==> src/rtl/serial_subtractor_if.sv <==
// Handshake and data bundle for the bit-serial subtractor.
// Master side (requester) drives start/a/b/bin and observes busy/done/diff/bout.
// Slave side (the subtractor) takes the operands and returns status and result.
interface serial_subtractor_if #(
  parameter int WIDTH = 8
) ();

  logic             start;  // request a subtraction, honoured only when idle
  logic [WIDTH-1:0] a;      // minuend
  logic [WIDTH-1:0] b;      // subtrahend
  logic             bin;    // borrow-in
  logic             busy;   // operation in progress
  logic             done;   // one-cycle pulse, result valid
  logic [WIDTH-1:0] diff;   // last completed (a - b - bin) mod 2^WIDTH
  logic             bout;   // last completed borrow-out

  modport master (
    output start, a, b, bin,
    input  busy, done, diff, bout
  );

  modport slave (
    input  start, a, b, bin,
    output busy, done, diff, bout
  );

endinterface

==> src/rtl/serial_subtractor.sv <==
// Bit-serial WIDTH-bit subtractor: diff = a - b - bin, LSB first, one bit per clock.
// Latency WIDTH clocks from the accepting edge to done; one operation per WIDTH+1 clocks.
// No backpressure: start is sampled only in IDLE, start during RUN is dropped.
//
// Ports:
//   clk   - single rising-edge clock
//   rst_n - synchronous active-low reset, clears all state and outputs
//   io    - slave modport: start/a/b/bin in, busy/done/diff/bout out
module serial_subtractor #(
  parameter int WIDTH = 8
) (
  input  logic                 clk,
  input  logic                 rst_n,
  serial_subtractor_if.slave   io
);

  // Counter must be able to represent WIDTH itself so it never wraps early.
  localparam int              CW   = $clog2(WIDTH + 1);
  localparam logic [CW-1:0]   LAST = CW'(WIDTH - 1);

  typedef enum logic {
    IDLE = 1'b0,
    RUN  = 1'b1
  } state_e;

  state_e           state_q, state_d;
  logic [WIDTH-1:0] a_sh_q,  a_sh_d;
  logic [WIDTH-1:0] b_sh_q,  b_sh_d;
  logic [WIDTH-1:0] r_sh_q,  r_sh_d;
  logic             br_q,    br_d;
  logic [CW-1:0]    cnt_q,   cnt_d;
  logic             done_q,  done_d;
  logic [WIDTH-1:0] diff_q,  diff_d;
  logic             bout_q,  bout_d;

  // Single-bit full-subtractor slice operating on the current LSBs.
  logic x_bit;
  logic y_bit;
  logic d_bit;
  logic br_nxt;

  always_comb begin
    x_bit  = a_sh_q[0];
    y_bit  = b_sh_q[0];
    d_bit  = x_bit ^ y_bit ^ br_q;
    br_nxt = (~x_bit & y_bit) | (~(x_bit ^ y_bit) & br_q);
  end

  always_comb begin
    state_d = state_q;
    a_sh_d  = a_sh_q;
    b_sh_d  = b_sh_q;
    r_sh_d  = r_sh_q;
    br_d    = br_q;
    cnt_d   = cnt_q;
    done_d  = 1'b0;
    diff_d  = diff_q;
    bout_d  = bout_q;

    case (state_q)
      IDLE: begin
        if (io.start) begin
          a_sh_d  = io.a;
          b_sh_d  = io.b;
          br_d    = io.bin;
          r_sh_d  = '0;
          cnt_d   = '0;
          state_d = RUN;
        end
      end

      RUN: begin
        a_sh_d = a_sh_q >> 1;
        b_sh_d = b_sh_q >> 1;
        // Result bits enter at the MSB and move right, so after WIDTH
        // shifts the first (LSB) result bit has reached bit 0.
        r_sh_d            = r_sh_q >> 1;
        r_sh_d[WIDTH-1]   = d_bit;
        br_d              = br_nxt;
        cnt_d             = cnt_q + CW'(1);
        if (cnt_q == LAST) begin
          // Publish only the completed word; diff/bout never show partials.
          diff_d  = r_sh_d;
          bout_d  = br_nxt;
          done_d  = 1'b1;
          state_d = IDLE;
        end
      end

      default: begin
        state_d = IDLE;
      end
    endcase
  end

  always_ff @(posedge clk) begin
    if (!rst_n) begin
      state_q <= IDLE;
      a_sh_q  <= '0;
      b_sh_q  <= '0;
      r_sh_q  <= '0;
      br_q    <= 1'b0;
      cnt_q   <= '0;
      done_q  <= 1'b0;
      diff_q  <= '0;
      bout_q  <= 1'b0;
    end else begin
      state_q <= state_d;
      a_sh_q  <= a_sh_d;
      b_sh_q  <= b_sh_d;
      r_sh_q  <= r_sh_d;
      br_q    <= br_d;
      cnt_q   <= cnt_d;
      done_q  <= done_d;
      diff_q  <= diff_d;
      bout_q  <= bout_d;
    end
  end

  assign io.busy = (state_q == RUN);
  assign io.done = done_q;
  assign io.diff = diff_q;
  assign io.bout = bout_q;

endmodule

==> src/flat_wrapper.sv <==
// flat-port wrapper written by rule: the top's interface ports become plain ports
module serial_subtractor_flat 
#(
  parameter int WIDTH = 8
)
  (clk, rst_n, io_start, io_a, io_b, io_bin, io_busy, io_done, io_diff, io_bout);
  serial_subtractor_if #(.WIDTH(WIDTH)) io_i ();
  input  logic clk;
  input  logic rst_n;
  input wire logic [$bits(io_i.start)-1:0] io_start;
  input wire logic [$bits(io_i.a)-1:0] io_a;
  input wire logic [$bits(io_i.b)-1:0] io_b;
  input wire logic [$bits(io_i.bin)-1:0] io_bin;
  output wire logic [$bits(io_i.busy)-1:0] io_busy;
  output wire logic [$bits(io_i.done)-1:0] io_done;
  output wire logic [$bits(io_i.diff)-1:0] io_diff;
  output wire logic [$bits(io_i.bout)-1:0] io_bout;
  assign io_i.start = io_start;
  assign io_i.a = io_a;
  assign io_i.b = io_b;
  assign io_i.bin = io_bin;
  assign io_busy = io_i.busy;
  assign io_done = io_i.done;
  assign io_diff = io_i.diff;
  assign io_bout = io_i.bout;
  serial_subtractor #(.WIDTH(WIDTH)) u_core (.clk(clk), .rst_n(rst_n), .io(io_i));
endmodule
==> config.mk <==
export PLATFORM = sky130hd
export DESIGN_NAME = serial_subtractor_flat
export DESIGN_NICKNAME = d
export VERILOG_FILES = /design/src/rtl/serial_subtractor_if.sv /design/src/rtl/serial_subtractor.sv /design/src/flat_wrapper.sv
export SDC_FILE = /design/constraint.sdc
export NUM_CORES = 1
export LEC_CHECK = 0
export ABC_AREA = 1
export BUFFER_PORTS_ARGS = -buffer_cell sky130_fd_sc_hd__buf_2
export CAP_MARGIN = 10
export CORE_MARGIN = 2
export CORE_UTILIZATION = 54
export CTS_CLUSTER_SIZE = 24
export DETAILED_ROUTE_END_ITERATION = 10
export PLACE_DENSITY = 0.78
export SLEW_MARGIN = 20
export SYNTH_ARGS = -nofsm -noshare
export SYNTH_HDL_FRONTEND = slang
export SYNTH_SLANG_ARGS = --single-unit
==> constraint.sdc <==
create_clock -name clk -period 1.33 [get_ports clk]
set_input_delay 0 -clock clk [delete_from_list [all_inputs] [get_ports clk]]
set_output_delay 0 -clock clk [all_outputs]
set_load 0.005 [all_outputs]
==> results.sh <==
export IMPL_post_synth_top_count_cell="nand2_1"
export IMPL_combPwrFrac_pct=12.1
export IMPL_cp_data_arrival_time_ns=1.52
export IMPL_setup_viol=0
export IMPL_rsz0062_at_grt="yes"
export IMPL_cts_sinks=39
export IMPL_numCtsBuffers=5
export IMPL_dpl_cell_area_um2=1800
export IMPL_grt_pass1_wl_um=5530
export IMPL_post_place_ws_ns=0.0846
export IMPL_grt_overflow_total=0
export IMPL_route_detailed_drc=0
export IMPL_synth_seq_area_share_pct=47.5
export IMPL_yosys_top_cells_area="dfxtp_1, nand2_1, nand3_1"
export IMPL_clk_pin_slew_ns=0.11
export IMPL_ff2ff_path_depth=4
export IMPL_drt_total_wl_um=3440
export IMPL_power_frac_seq_pct=60.2
export IMPL_synthCells=230
export IMPL_cp_end_kind="register"
export IMPL_slew_headroom_pct=63.7
export IMPL_reg2reg_slack_ns=0.09
export IMPL_worstSkewPairLatency_ns=0.34
export IMPL_core_region_area_um2=2980
export IMPL_cts_path_max_buffers=2
export IMPL_min_period_ns=1.24
export IMPL_synth_edf_count=0
export IMPL_powerDensity_nw_per_um2=1030
export IMPL_switching_share_pct=25.6
export IMPL_start_util_pct=55.2
export IMPL_antenna_cells=0
export IMPL_first_pass_iters=4
export IMPL_async_reset_ff_share_pct=0
export IMPL_vias_per_cell=4.95
export IMPL_min_to="u_core.b_sh_q[1]"
export IMPL_dpl_hpwl_um=2130
export IMPL_hp_class="input pin to register"
export IMPL_drv_slew=0
export IMPL_fin_cells=308
export IMPL_hp_start="io_b[1]"
export IMPL_finalSetupTns_ns=0
export IMPL_worstPathRequired_ns=1.60
export IMPL_worstPathMaxFanout=2
export IMPL_yosys_area_top_type_share_pct=47.5
export IMPL_die_y_um=59.2
export IMPL_ys_top_cells_by_count="nand2_1, nand3_1, dfxtp_1, inv_1, a21oi_1"
export IMPL_drv_cap=0
export IMPL_synth_seq_cells=39
export IMPL_synth_nets=252
export IMPL_ys_types=17
export IMPL_gp_congestion=0.771
export IMPL_finalHoldViolations=0
export IMPL_dieArea_um2=3500
export IMPL_run_status="finished clean"
export IMPL_switching_power_w=0.000524
export IMPL_wl_per_cell_um=11.2
export IMPL_fmax_ghz=0.804
export IMPL_num_rows=20
export IMPL_fillers=261
export IMPL_grt_pass1_vias=1315
export IMPL_worstSetupPathType="register to register"
export IMPL_stdcell_area_um2=1990
export IMPL_nNetsFinal=296
export IMPL_reg2reg_from="u_core.b_sh_q[0]"
export IMPL_cts_root_buf="clkbuf_4"
export IMPL_p_int_w=0.00152
export IMPL_finClkSkew_ns=0.00865
export IMPL_grt_max_degree=28
export IMPL_ant_nets=0
export IMPL_syn_to_final_growth_pct=20.9
export IMPL_drt_first_iter_violations=109
export IMPL_cts_setup_buffers=0
export IMPL_p_clk_share_pct=27.7
export IMPL_cts_max_level=2
export IMPL_drive_gt1_share_pct=17.8
export IMPL_tritoncts="done"
export IMPL_netlist_top_cell_by_area="dfxtp_1"
export IMPL_antenna_found_initial=0
export IMPL_p_leak_nw=1.01
export IMPL_hold_depth=5
export IMPL_grt_use_total_pct=20.9
export IMPL_synth_area_um2=1640
export IMPL_port_buffers=30
export IMPL_cp_start_kind="register"
export IMPL_ir_drop_v=0.000604
export IMPL_multiInputGateArea_um2=709
export IMPL_worstMarginPinSlew_ns=0.543
export IMPL_final_setup_worst_slack_ns=0.0865
export IMPL_dr_total_vias=1524
export IMPL_crit_reg2reg_capture="u_core.r_sh_q[7]"
export IMPL_min_period_over_period_pct=93.5
export IMPL_pin_count=31
export IMPL_final_seq_area_um2=782
export IMPL_ys_flop_type="dfxtp_1"
export IMPL_avgSynthCellArea_um2=7.15
export IMPL_placed_cells=286
export IMPL_yosysWarnings=0
export IMPL_die_w_um=59.2
-- kinds of logic (layout without fill, tap and decap cells) --
kind of cell / Yosys count / in the layout / synth area share [%]
and+or+nand+nor: 140 / 141 / 36.5
buffers and inverters: 35 / 79 / 9.74
adders and majority gates: 2 / 2 / 1.98
DFF: 39 / 39 / 47.5
AOI/OAI and AO/OA: 14 / 14 / 4.26
-- stage by stage --
| stage | total power (W) | hold slack (ns) | util (%) |
|---|---|---|---|
| final | 0.00205 | 0.00784 | 66.7 |
| after global routing | 0.00216 | 0.00780 | 66.7 |
| after CTS | 0.00205 | 0.00219 | 66.1 |
| after global placement | 0.00147 | 0.255 | 60.4 |
| after detailed placement | 0.00147 | 0.260 | 60.4 |
| after floorplan | 0.00141 | 0.138 | - |
-- worst max-delay path: stages (launching register included) --
cell and delay [ns]:
dfxtp_1 0.35, inv_1 0.06, fa_1 0.56, nand2_1 0.05, a21oi_1 0.15
-- per-layer routing --
layer | GRT usage [%] | wire length [um] | vias to the layer above
li1 | - | - | 807
met1 | 24.8 | 1540 | 666
met2 | 36.5 | 1640 | 44
met3 | 4.59 | 208 | 7
met4 | 8.44 | 48 | 0
met5 | 0 | 0 | -
-- final cells by class --
type / instances / area share [%]
tap: 33 / 2.08
timing repair buffer: 48 / 16.0
clock buffer: 7 / 2.27
sequential: 39 / 39.4
inverter: 23 / 4.35
clock inverter: 1 / 0.252
multi-input combinational: 157 / 35.7
-- worst max-delay path by stage --
stage / startpoint / end / slack, ns / depth (start not counted)
3_3_place_gp: u_core.io.busy / u_core.a_sh_q[4] / 0.11 / 5
4_1_cts: u_core.io.busy / u_core.b_sh_q[1] / 0.05 / 5
3_5_place_dp: u_core.io.busy / u_core.b_sh_q[0] / 0.08 / 5
6_report: u_core.b_sh_q[0] / u_core.r_sh_q[7] / 0.09 / 4
2_1_floorplan: u_core.b_sh_q[0] / u_core.r_sh_q[7] / 0.20 / 4
5_1_grt: u_core.cnt_q[0] / u_core.io.diff[0] / -0.03 / 4
-- power by group through the flow --
stage | registers (W) | logic [W] | clock network, W
after floorplan | 0.00125 | 0.000162 | 0
after global placement | 0.00126 | 0.000210 | 0
after detailed placement | 0.00126 | 0.000213 | 0
after CTS | 0.00123 | 0.000241 | 0.000576
after global routing | 0.00124 | 0.000277 | 0.000641
final | 0.00123 | 0.000247 | 0.000566
-- registers in the layout, summed over array words and instances, names as in the netlist --
signal / count
u_core.b_sh_q: 8
u_core.io.bout: 1
u_core.io.busy: 1
u_core.r_sh_q: 7
u_core.a_sh_q: 8
u_core.br_q: 1
u_core.io.done: 1
u_core.cnt_q: 4
u_core.io.diff: 8
-- repair_timing --
action                                  CTS  global route
hold buffers                             12             1
endpoints found under the setup margin    0            26
gates resized for setup                   0             1
endpoints found under the hold margin    12             1
-- layout by cell type (no fill, tap or decap) --
cell type,count
nor2_2,1
buf_4,5
o21ai_1,2
inv_1,20
nor2_4,2
clkbuf_4,5
nor2_1,5
inv_2,3
ha_1,1
dfxtp_2,1
dlygate4sd3_1,13
clkbuf_1,2
nand4_2,1
dfxtp_1,38
fa_1,1
clkinv_2,1
nand2_1,91
buf_2,30
a21oi_1,12
nand3_1,41
Note: power is estimated with default switching activity, not from simulation.
